===== config.mk =====
export PLATFORM = sky130hd
export DESIGN_NAME = aes_key_stream
export DESIGN_NICKNAME = d
export VERILOG_FILES = /design/src/rtl/aes_pkg.sv /design/src/rtl/aes_sbox_comb.sv /design/src/rtl/aes_key_stream.sv
export SDC_FILE = /design/constraint.sdc
export NUM_CORES = 1
export LEC_CHECK = 0
export CAP_MARGIN = 20
export CELL_PAD_IN_SITES_DETAIL_PLACEMENT = 1
export CELL_PAD_IN_SITES_GLOBAL_PLACEMENT = 1
export CORE_MARGIN = 8
export CORE_UTILIZATION = 34
export CTS_BUF_LIST = sky130_fd_sc_hd__clkbuf_8
export DETAILED_ROUTE_END_ITERATION = 12
export PLACE_DENSITY_LB_ADDON = 0.1
export SYNTH_ARGS = -nofsm -noshare
export SYNTH_HDL_FRONTEND = slang
export SYNTH_HIERARCHICAL = 1
export SYNTH_SLANG_ARGS = --single-unit

===== constraint.sdc =====
create_clock -name clock -period 15.7 [get_ports clock]
set_input_delay 4.71 -clock clock [delete_from_list [all_inputs] [get_ports clock]]
set_output_delay 4.71 -clock clock [all_outputs]
set_load 0.05 [all_outputs]

===== src/rtl/aes_pkg.sv =====
// Shared AES constants for the byte-serial AES-128 datapath.
// Provides the key-schedule round constants, the key-stream FSM state
// encoding, block sizes, and a helper that returns Rcon for a round number.
package aes_pkg;

  localparam int AES_KEY_BYTES = 16;
  localparam int AES_ROUNDS    = 10;

  localparam logic [1:0] ST_IDLE = 2'd0;
  localparam logic [1:0] ST_LOAD = 2'd1;
  localparam logic [1:0] ST_EMIT = 2'd2;
  localparam logic [1:0] ST_DONE = 2'd3;

  typedef enum logic [1:0] {
    IDLE = ST_IDLE,
    LOAD = ST_LOAD,
    EMIT = ST_EMIT,
    DONE = ST_DONE
  } ks_state_e;

  // Rcon[1..10] stored at index 0..9
  localparam logic [7:0] RCON [10] = '{
    8'h01, 8'h02, 8'h04, 8'h08, 8'h10,
    8'h20, 8'h40, 8'h80, 8'h1b, 8'h36
  };

  // Round constant for round 1..10; zero outside that range
  function automatic logic [7:0] rcon_of(input logic [3:0] round);
    logic [3:0] k;
    k = round - 4'd1;
    if (round >= 4'd1 && round <= 4'(AES_ROUNDS)) return RCON[k];
    return 8'h00;
  endfunction

endpackage


===== src/rtl/aes_sbox_comb.sv =====
// Purely combinational AES forward S-box (256-entry lookup).
// Ports:
//   din  - input byte
//   dout - S(din)
module aes_sbox_comb (
  input  logic [7:0] din,
  output logic [7:0] dout
);

  localparam logic [7:0] SBOX [256] = '{
    8'h63, 8'h7c, 8'h77, 8'h7b, 8'hf2, 8'h6b, 8'h6f, 8'hc5, 8'h30, 8'h01, 8'h67, 8'h2b, 8'hfe, 8'hd7, 8'hab, 8'h76,
    8'hca, 8'h82, 8'hc9, 8'h7d, 8'hfa, 8'h59, 8'h47, 8'hf0, 8'had, 8'hd4, 8'ha2, 8'haf, 8'h9c, 8'ha4, 8'h72, 8'hc0,
    8'hb7, 8'hfd, 8'h93, 8'h26, 8'h36, 8'h3f, 8'hf7, 8'hcc, 8'h34, 8'ha5, 8'he5, 8'hf1, 8'h71, 8'hd8, 8'h31, 8'h15,
    8'h04, 8'hc7, 8'h23, 8'hc3, 8'h18, 8'h96, 8'h05, 8'h9a, 8'h07, 8'h12, 8'h80, 8'he2, 8'heb, 8'h27, 8'hb2, 8'h75,
    8'h09, 8'h83, 8'h2c, 8'h1a, 8'h1b, 8'h6e, 8'h5a, 8'ha0, 8'h52, 8'h3b, 8'hd6, 8'hb3, 8'h29, 8'he3, 8'h2f, 8'h84,
    8'h53, 8'hd1, 8'h00, 8'hed, 8'h20, 8'hfc, 8'hb1, 8'h5b, 8'h6a, 8'hcb, 8'hbe, 8'h39, 8'h4a, 8'h4c, 8'h58, 8'hcf,
    8'hd0, 8'hef, 8'haa, 8'hfb, 8'h43, 8'h4d, 8'h33, 8'h85, 8'h45, 8'hf9, 8'h02, 8'h7f, 8'h50, 8'h3c, 8'h9f, 8'ha8,
    8'h51, 8'ha3, 8'h40, 8'h8f, 8'h92, 8'h9d, 8'h38, 8'hf5, 8'hbc, 8'hb6, 8'hda, 8'h21, 8'h10, 8'hff, 8'hf3, 8'hd2,
    8'hcd, 8'h0c, 8'h13, 8'hec, 8'h5f, 8'h97, 8'h44, 8'h17, 8'hc4, 8'ha7, 8'h7e, 8'h3d, 8'h64, 8'h5d, 8'h19, 8'h73,
    8'h60, 8'h81, 8'h4f, 8'hdc, 8'h22, 8'h2a, 8'h90, 8'h88, 8'h46, 8'hee, 8'hb8, 8'h14, 8'hde, 8'h5e, 8'h0b, 8'hdb,
    8'he0, 8'h32, 8'h3a, 8'h0a, 8'h49, 8'h06, 8'h24, 8'h5c, 8'hc2, 8'hd3, 8'hac, 8'h62, 8'h91, 8'h95, 8'he4, 8'h79,
    8'he7, 8'hc8, 8'h37, 8'h6d, 8'h8d, 8'hd5, 8'h4e, 8'ha9, 8'h6c, 8'h56, 8'hf4, 8'hea, 8'h65, 8'h7a, 8'hae, 8'h08,
    8'hba, 8'h78, 8'h25, 8'h2e, 8'h1c, 8'ha6, 8'hb4, 8'hc6, 8'he8, 8'hdd, 8'h74, 8'h1f, 8'h4b, 8'hbd, 8'h8b, 8'h8a,
    8'h70, 8'h3e, 8'hb5, 8'h66, 8'h48, 8'h03, 8'hf6, 8'h0e, 8'h61, 8'h35, 8'h57, 8'hb9, 8'h86, 8'hc1, 8'h1d, 8'h9e,
    8'he1, 8'hf8, 8'h98, 8'h11, 8'h69, 8'hd9, 8'h8e, 8'h94, 8'h9b, 8'h1e, 8'h87, 8'he9, 8'hce, 8'h55, 8'h28, 8'hdf,
    8'h8c, 8'ha1, 8'h89, 8'h0d, 8'hbf, 8'he6, 8'h42, 8'h68, 8'h41, 8'h99, 8'h2d, 8'h0f, 8'hb0, 8'h54, 8'hbb, 8'h16
  };

  assign dout = SBOX[din];

endmodule


===== src/rtl/aes_key_stream.sv =====
// Byte-serial AES-128 key schedule. Loads the 16-byte cipher key one byte
// per cycle, then streams the 11 round keys (176 bytes) one byte per cycle,
// computing each byte on the fly from the previous round key.
// Ports:
//   clock, reset             - clock, synchronous active-high reset
//   key_in/key_in_valid/key_in_ready - cipher-key byte input handshake
//   key_out/key_valid/key_ready      - round-key byte output handshake
//   round_idx                - round (0..10) of key_out
//   key_last                 - key_out is byte 15 of its round key
//   done                     - one-cycle pulse after the final byte is taken
module aes_key_stream
  import aes_pkg::*;
(
  input  logic       clock,
  input  logic       reset,
  input  logic [7:0] key_in,
  input  logic       key_in_valid,
  output logic       key_in_ready,
  output logic [7:0] key_out,
  output logic       key_valid,
  input  logic       key_ready,
  output logic [3:0] round_idx,
  output logic       key_last,
  output logic       done
);

  ks_state_e  state, state_nxt;
  logic [3:0] byte_idx;
  logic [7:0] prev_rk [AES_KEY_BYTES];

  logic       load_fire, emit_fire, last_byte, final_byte;
  logic [3:0] nxt_idx, nxt_round;
  logic [7:0] sb_in, sb_out, t_byte, rk_byte_p0, shift_byte;

  assign last_byte  = (byte_idx == 4'(AES_KEY_BYTES - 1));
  assign final_byte = last_byte && (round_idx == 4'(AES_ROUNDS));
  assign load_fire  = key_in_valid && key_in_ready;
  assign emit_fire  = key_valid && key_ready;

  always_ff @(posedge clock) begin
    if (reset) state <= IDLE;
    else       state <= state_nxt;
  end

  always_comb begin
    state_nxt    = state;
    key_in_ready = 1'b0;
    key_valid    = 1'b0;
    key_last     = 1'b0;
    done         = 1'b0;
    case (state)
      IDLE: begin
        key_in_ready = !reset;
        if (key_in_valid && !reset) state_nxt = LOAD;
      end
      LOAD: begin
        key_in_ready = !reset;
        if (key_in_valid && !reset && last_byte) state_nxt = EMIT;
      end
      EMIT: begin
        key_valid = 1'b1;
        key_last  = last_byte;
        if (key_ready && final_byte) state_nxt = DONE;
      end
      DONE: begin
        done      = 1'b1;
        state_nxt = IDLE;
      end
      default: state_nxt = IDLE;
    endcase
  end

  // Stage p0: next round-key byte from the shift register.
  // The shift register has advanced once per byte produced in the current
  // round, so P[i] always sits at [0], N[i-4] at [12], and the rotated
  // SubWord source P[12+((i+1) mod 4)] at [13] for i=0..2 and [9] for i=3.
  assign nxt_idx   = byte_idx + 4'd1;
  assign nxt_round = last_byte ? round_idx + 4'd1 : round_idx;
  assign sb_in     = (nxt_idx < 4'd3) ? prev_rk[13] : prev_rk[9];

  aes_sbox_comb u_sbox (
    .din  (sb_in),
    .dout (sb_out)
  );

  always_comb begin
    t_byte = prev_rk[12];
    if (nxt_idx < 4'd4) begin
      t_byte = sb_out;
      if (nxt_idx == 4'd0) t_byte = sb_out ^ rcon_of(nxt_round);
    end
    rk_byte_p0 = (nxt_round == 4'd0) ? prev_rk[0] : (prev_rk[0] ^ t_byte);
    shift_byte = (state == EMIT) ? rk_byte_p0 : key_in;
  end

  // Stage p1: registered output byte and counters
  always_ff @(posedge clock) begin
    if (reset) begin
      byte_idx  <= '0;
      round_idx <= '0;
      key_out   <= '0;
    end else begin
      case (state)
        IDLE, LOAD: begin
          if (load_fire) begin
            byte_idx <= nxt_idx;
            if (last_byte) key_out <= prev_rk[1];
          end
        end
        EMIT: begin
          if (key_ready) begin
            if (final_byte) begin
              byte_idx  <= '0;
              round_idx <= '0;
            end else begin
              byte_idx  <= nxt_idx;
              round_idx <= nxt_round;
              key_out   <= rk_byte_p0;
            end
          end
        end
        default: ;
      endcase
    end
  end

  // On the last load byte the register is rotated by one extra position so
  // it already reflects round-0 byte 0 having been emitted.
  always_ff @(posedge clock) begin
    if (load_fire && last_byte) begin
      for (int k = 0; k < 14; k++) prev_rk[k] <= prev_rk[k+2];
      prev_rk[14] <= key_in;
      prev_rk[15] <= prev_rk[1];
    end else if (load_fire || (emit_fire && !final_byte)) begin
      for (int k = 0; k < 15; k++) prev_rk[k] <= prev_rk[k+1];
      prev_rk[15] <= shift_byte;
    end
  end

endmodule


# After elaboration in Yosys (flattened, before gate mapping)
# Memory sizes are Yosys's and may differ from the RTL's.
# Index checks and enable logic that the tools add are counted.
dict set report word_totals {
  regBits 18
  ramBits 128
  mem_bits_ro 2176
  output_inout_bits 16
  n_memories 3
}
dict set report classes {
  addsub 3
  magnitude_cmp 6
  eq_ne 12
  mux 56
  bitwise 20
  reduce_logical 21
}
# name words width rd rd_clocked_by_memory_dff write_ports line_no
set mem_list {}
lappend mem_list {{(name not given)} 256 8 1 0 0 aes_sbox_comb.sv:29} ;# assign dout = SBOX[din];
lappend mem_list {{(name not given)} 16 8 1 0 0 aes_pkg.sv:31} ;# if (round >= 4'd1 && round <= 4'(AES_ROUNDS)) return RCON[k];
lappend mem_list {prev_rk 16 8 16 0 16 aes_key_stream.sv:29} ;# logic [7:0] prev_rk [AES_KEY_BYTES];
# cell count
set op_table {}
lappend op_table {{8-bit two-way mux} 33}
lappend op_table {{4-bit two-way mux} 5}
lappend op_table {{1-bit bitwise OR} 16}
lappend op_table {{8-bit case mux with 2 select lines} 1}
lappend op_table {{8-bit XOR} 2}
lappend op_table {{1-bit two-way mux} 12}
lappend op_table {{2-bit inequality test (second input constant)} 5}
lappend op_table {{9-bit >= comparator (second input constant)} 1}
lappend op_table {{1-bit logical AND} 9}
lappend op_table {{8-bit NOT with 9-bit output} 1}
lappend op_table {{4-bit by 1-bit adder with 4-bit output (second input constant)} 2}
lappend op_table {{4-bit == test (second input constant)} 2}
lappend op_table {{4-bit logical NOT} 2}
lappend op_table {{2-bit case mux with 4 select lines} 1}
lappend op_table {{4-bit case mux with 2 select lines} 1}
lappend op_table {{2-bit two-way mux} 3}
lappend op_table {{3-bit AND reduction} 2}
lappend op_table {{5-bit >= comparator (second input constant)} 1}
lappend op_table {{4-bit NOT with 5-bit output} 1}
lappend op_table {{5-bit AND reduction} 1}
lappend op_table {{2-bit == test (second input constant)} 2}
lappend op_table {{4-bit by 1-bit >= comparator with 1-bit output (second input constant)} 1}
lappend op_table {{4-bit less-or-equal comparator (second input constant)} 1}
lappend op_table {{4-bit by 2-bit < comparator with 1-bit output (second input constant)} 1}
lappend op_table {{other kinds (10)} 12}

# Longest topological paths before layout
dict set report depth {
  word_depth 19
  mapped_depth 22
  mapped_depth_nobuf 20
}

# Modules after synthesis
# Netlist, hierarchy kept.
# module instances cells_per_inst area_each_um2 seq_area_each_um2
set by_module_without_submodules {}
lappend by_module_without_submodules {aes_key_stream 1 623 7377.1 4204.0}
lappend by_module_without_submodules {aes_sbox_comb 1 565 3498.4 0.0}

# Least setup slack after synthesis
# Ideal clock, no wire load.
dict set report synth_timing {
  kind {input to register}
  start {input port key_ready}
  end {memory prev_rk[9][0] (netlist: prev_rk[0][72]), data pin}
  setup_ns 0.262
  arrival_time_ns 12.883
  t_required_ns 15.438
  slack_ns 2.555
  path_stages 5
  cell_sequence {nand2_1 o22ai_1 nand2_1 buf_2 mux2_1}
}
# element line_no
set synth_lines {}
lappend synth_lines {{from (decl)} aes_key_stream.sv:21} ;# input logic key_ready,
lappend synth_lines {{to (decl)} aes_key_stream.sv:29}

# Worst setup path after layout
dict set report layout_timing {
  start {input port reset}
  end {output port key_in_ready}
}
dict set report layout_between {
  elab_chain_cells 2
}
# element line_no
set layout_lines {}
lappend layout_lines {{from (decl)} aes_key_stream.sv:15} ;# input logic reset,
lappend layout_lines {{1-bit logical NOT} {aes_key_stream.sv:53, aes_key_stream.sv:57}}
lappend layout_lines {{1-bit two-way mux} --}
lappend layout_lines {{to (decl)} aes_key_stream.sv:18} ;# output logic key_in_ready,
# No other way between the ends.

==> summary by stage <==
Outcome
The run finished with clean final reports.

Flow run
The max-cap check violation count is 0.

STA
Setup repair after global routing left no endpoint under its margin. The number of max-slew violations in the final report is 0. The highest clock frequency the design can meet is between 0.08 and 0.09 GHz. The setup TNS is 0 ns. The final setup skew is approximately 0.021 ns. Setup violations remaining at the end of the flow were counted as 0. The final critical path takes up roughly three quarters of the cycle. The number of endpoints with negative hold slack in the final report is 0. Setup slack on the critical path of the routed design comes to approximately 4.2 ns. The worst-margin pin slew is 1.07 ns. The post-route minimum period is 11.50 ns. The worst max-slew margin expressed relative to the limit is 28.7%.

Synth
By count the netlist is led by nand2_1 (193), edfxtp_1 (128), mux2_2 (78). Of all flip-flops after synthesis, the portion carrying an async set or reset was 0%. The number of flops mapped to enable cells by yosys is around 130.

The most used flip-flop cell after synthesis is edfxtp_1. The synthesized design contains 146 register bits. The synthesized instance count is 1188.

The number of synthesis warnings is 6. Of the synthesized area, sequential elements account for 38.7%. In the post-synthesis netlist, the biggest area contributors are edfxtp_1 (35%), mux2_2 (8.1%), nand2_1 (6.7%), dfxtp_1 (3.3%), o21ai_0 (3.0%).

The synthesized netlist occupies a cell area of 0.0109 mm2. The number of nets in the synthesized netlist is 1223. A synthesized cell averages about 9.2 um2. The share of synthesized area in the top cell type comes to 35.3%.

The cell with the most instances after synthesis is nand2_1. The synthesized design spends more area on one cell type than any other, namely edfxtp_1. After synthesis, the netlist uses 92 different library cells.

Clock network
TritonCTS built the clock tree. The clock passes through at most 2 buffers. Clock latency on the worst-skew pair, taken at its later pin, is 0.44 ns. The number of post-CTS setup repair buffers is 0. The root buffer cell chosen for the clock tree is clkbuf_8. The hold buffer count at CTS is 0. The CTS buffer count is 17. After clock tree synthesis, the clock-pin slew on the worst setup and hold paths is 0.10 ns. The number of H-tree levels is 4. Clock tree synthesis found a total of 146 sinks. The count of instances resized after the clock tree is built is 0.

Power
The proportion of power drawn by combinational gates is 63.3%. The total internal power is around 1.2 mW. Sequential cells account for around a quarter of the total power. The clock network burns 12.1% of the power. The static leakage is 3.98 nW. IR analysis of the VDD net gives a maximum drop of 0.138 mV. The ratio of total power to cell area is ~220 mW/mm2. Net switching is 51.5% of the power.

In this run the power spent charging and discharging nets is 1.31 mW.

Layout
The flip-flop and latch area is 0.00420 mm2. The repair_antennas step left the layout with diodes totalling 0. The share of cells above drive strength 1 is ~14%. The count of nets after finishing is ~1200. Counting the fill cells in the layout gives around 3700. The area taken by multi-input logic gates is approximately 0.0061 mm2. The share of the core filled with cells is between 30% and 40%. The number of cells in the finished layout apart from fillers is 1556. The area growth from synthesis to layout is 6.95%.

Routing
The final routed wirelength across all metal layers is 37300 um. Dividing the detail-routed via count by the number of cells gives just over 6. The final routed DRC violation total is 0. After the first detailed-routing iteration, the DRC count stood at 993. For this block, the via count after detailed routing is 9429. The pre-antenna-repair detailed-routing pass consisted of 5 iterations. The detail route stage leaves a number of antenna-violating nets equal to 0. After detailed routing, the average wire length per cell comes to 23.9 um.

Global routing
The first-pass GRT wire length is about 58000 um. The number of antenna violations at the first check in global routing was 0. Global routing used between 10% and 20% of the available tracks. The remaining global-route overflow is 0. Entering global routing, the biggest net connects 81 pins.

The number of global-route vias before repair is a little over 9000.

Setup path
The maximum net fanout on the critical path is 28. Data on the critical path arrives at its endpoint at 6.79 ns. The kind of end point of the critical path is an output pin. For the worst setup path, the data required time is 10.99 ns. The worst setup path is of the in2out kind. The critical path startpoint category is an input pin.

Place
The placed cell count is around 1500. The HPWL after detailed placement is 25000 um. The worst setup slack before clock tree synthesis is 4.15 ns.

The total of buffers placed on input and output ports is 27. The final RePlAce weighted congestion is a little over 0.9.

Floorplanning
The overall die width is roughly 190 um. The effective utilization at floorplan is 34.5%. The top-level I/O count is 28. In this run the standard cell core region covers 0.0316 mm2. Row generation in the floorplan step produced 65 rows.

The area enclosed by the die boundary is 0.0380 mm2. The die is 195 um tall.

Min path
The worst min-delay path class is reg2reg.
cell usage in the layout, fill, tap and decap left out, drive strengths merged, types with 7 or more instances in the layout:
master           n
edfxtp         128
and2            12
clkbuf          17
dfxtp           18
nor4             7
a21oi           61
a31oi           27
nor2            69
nand2b          29
nand3           17
o41ai            7
a311oi          11
inv             22
ha              23
nor3            45
nand2          194
o221ai          10
nand3b           7
or3              8
o21a             9
mux2            92
xnor2           10
o311ai           7
a2111oi         12
o211ai          14
a211oi          15
o31ai           11
o22ai            9
o21ai           82
and3             7
clkdlybuf4s50   27
mux2i           15
buf             19
nor2b           21
worst max-delay path, cell delays in order:
cell and delay, ns:
clkdlybuf4s50_1 0.92, nor2_1 0.30, clkdlybuf4s50_1 0.85
registers in the layout (all words and copies together), names as in the netlist:
| register | count |
|---|---|
| state | 2 |
| key_out | 8 |
| prev_rk | 128 |
| byte_idx | 4 |
| round_idx | 4 |
routing by layer:
metal / global-route usage, % / vias to the layer above / part of all wire, %
li1: - / 4362 / -
met1: 27.3 / 4697 / 46
met2: 29.6 / 315 / 45
met3: 2.90 / 55 / 5.8
met4: 5.84 / 0 / 2.6
met5: 0 / - / 0
power by group through the flow:
stage               Combinational, mW  Clock [mW]  Sequential [mW]
global route                     1.71       0.334            0.640
global placement                 1.58           0            0.634
CTS                              1.58       0.320            0.627
floorplan                        1.12           0            0.647
finish                           1.61       0.309            0.625
detailed placement               1.57           0            0.636
kinds of logic after synthesis:
| group | Yosys count | synth area share (%) |
|---|---|---|
| compound gates | 333 | 21.0 |
| xor+xnor | 15 | 1.21 |
| fa+ha+maj | 23 | 2.65 |
| buf+inv | 126 | 5.93 |
| flops | 146 | 38.7 |
| mux | 108 | 11.2 |
| simple gates | 437 | 19.3 |
cell type report:
| cell class | instances | area share (%) |
|---|---|---|
| multi-input cells | 916 | 52.1 |
| flip-flops and latches | 146 | 36.1 |
| well taps | 402 | 4.32 |
| repair buffers | 46 | 3.55 |
| clock buffers | 17 | 2.01 |
| clock inverters | 15 | 1.43 |
| inverters | 14 | 0.452 |
per-stage QoR:
stage | hold slack [ns] | instance area (um2) | total power, mW
after floorplan | 0.510 | 10900 | 1.76
after global placement | 0.479 | 11200 | 2.21
after detailed placement | 0.477 | 11200 | 2.20
after CTS | 0.501 | 11600 | 2.52
after global routing | 0.513 | 11600 | 2.69
final | 0.497 | 11600 | 2.54
path summary, 6_finish.rpt:
kind,endpoint,slack (ns),start,cells after the start
setup / recovery,key_in_ready,4.20,reset,3
hold / removal,key_out[5]$_SDFFE_PP0P_,0.50,key_out[5]$_SDFFE_PP0P_,2
setup reg to reg,prev_rk[0][122]$_DFFE_PP_,8.42,byte_idx[1]$_SDFFE_PP0P_,19
hold reg to reg,key_out[5]$_SDFFE_PP0P_,0.50,key_out[5]$_SDFFE_PP0P_,2
Note: power is estimated with default switching activity, not from simulation.
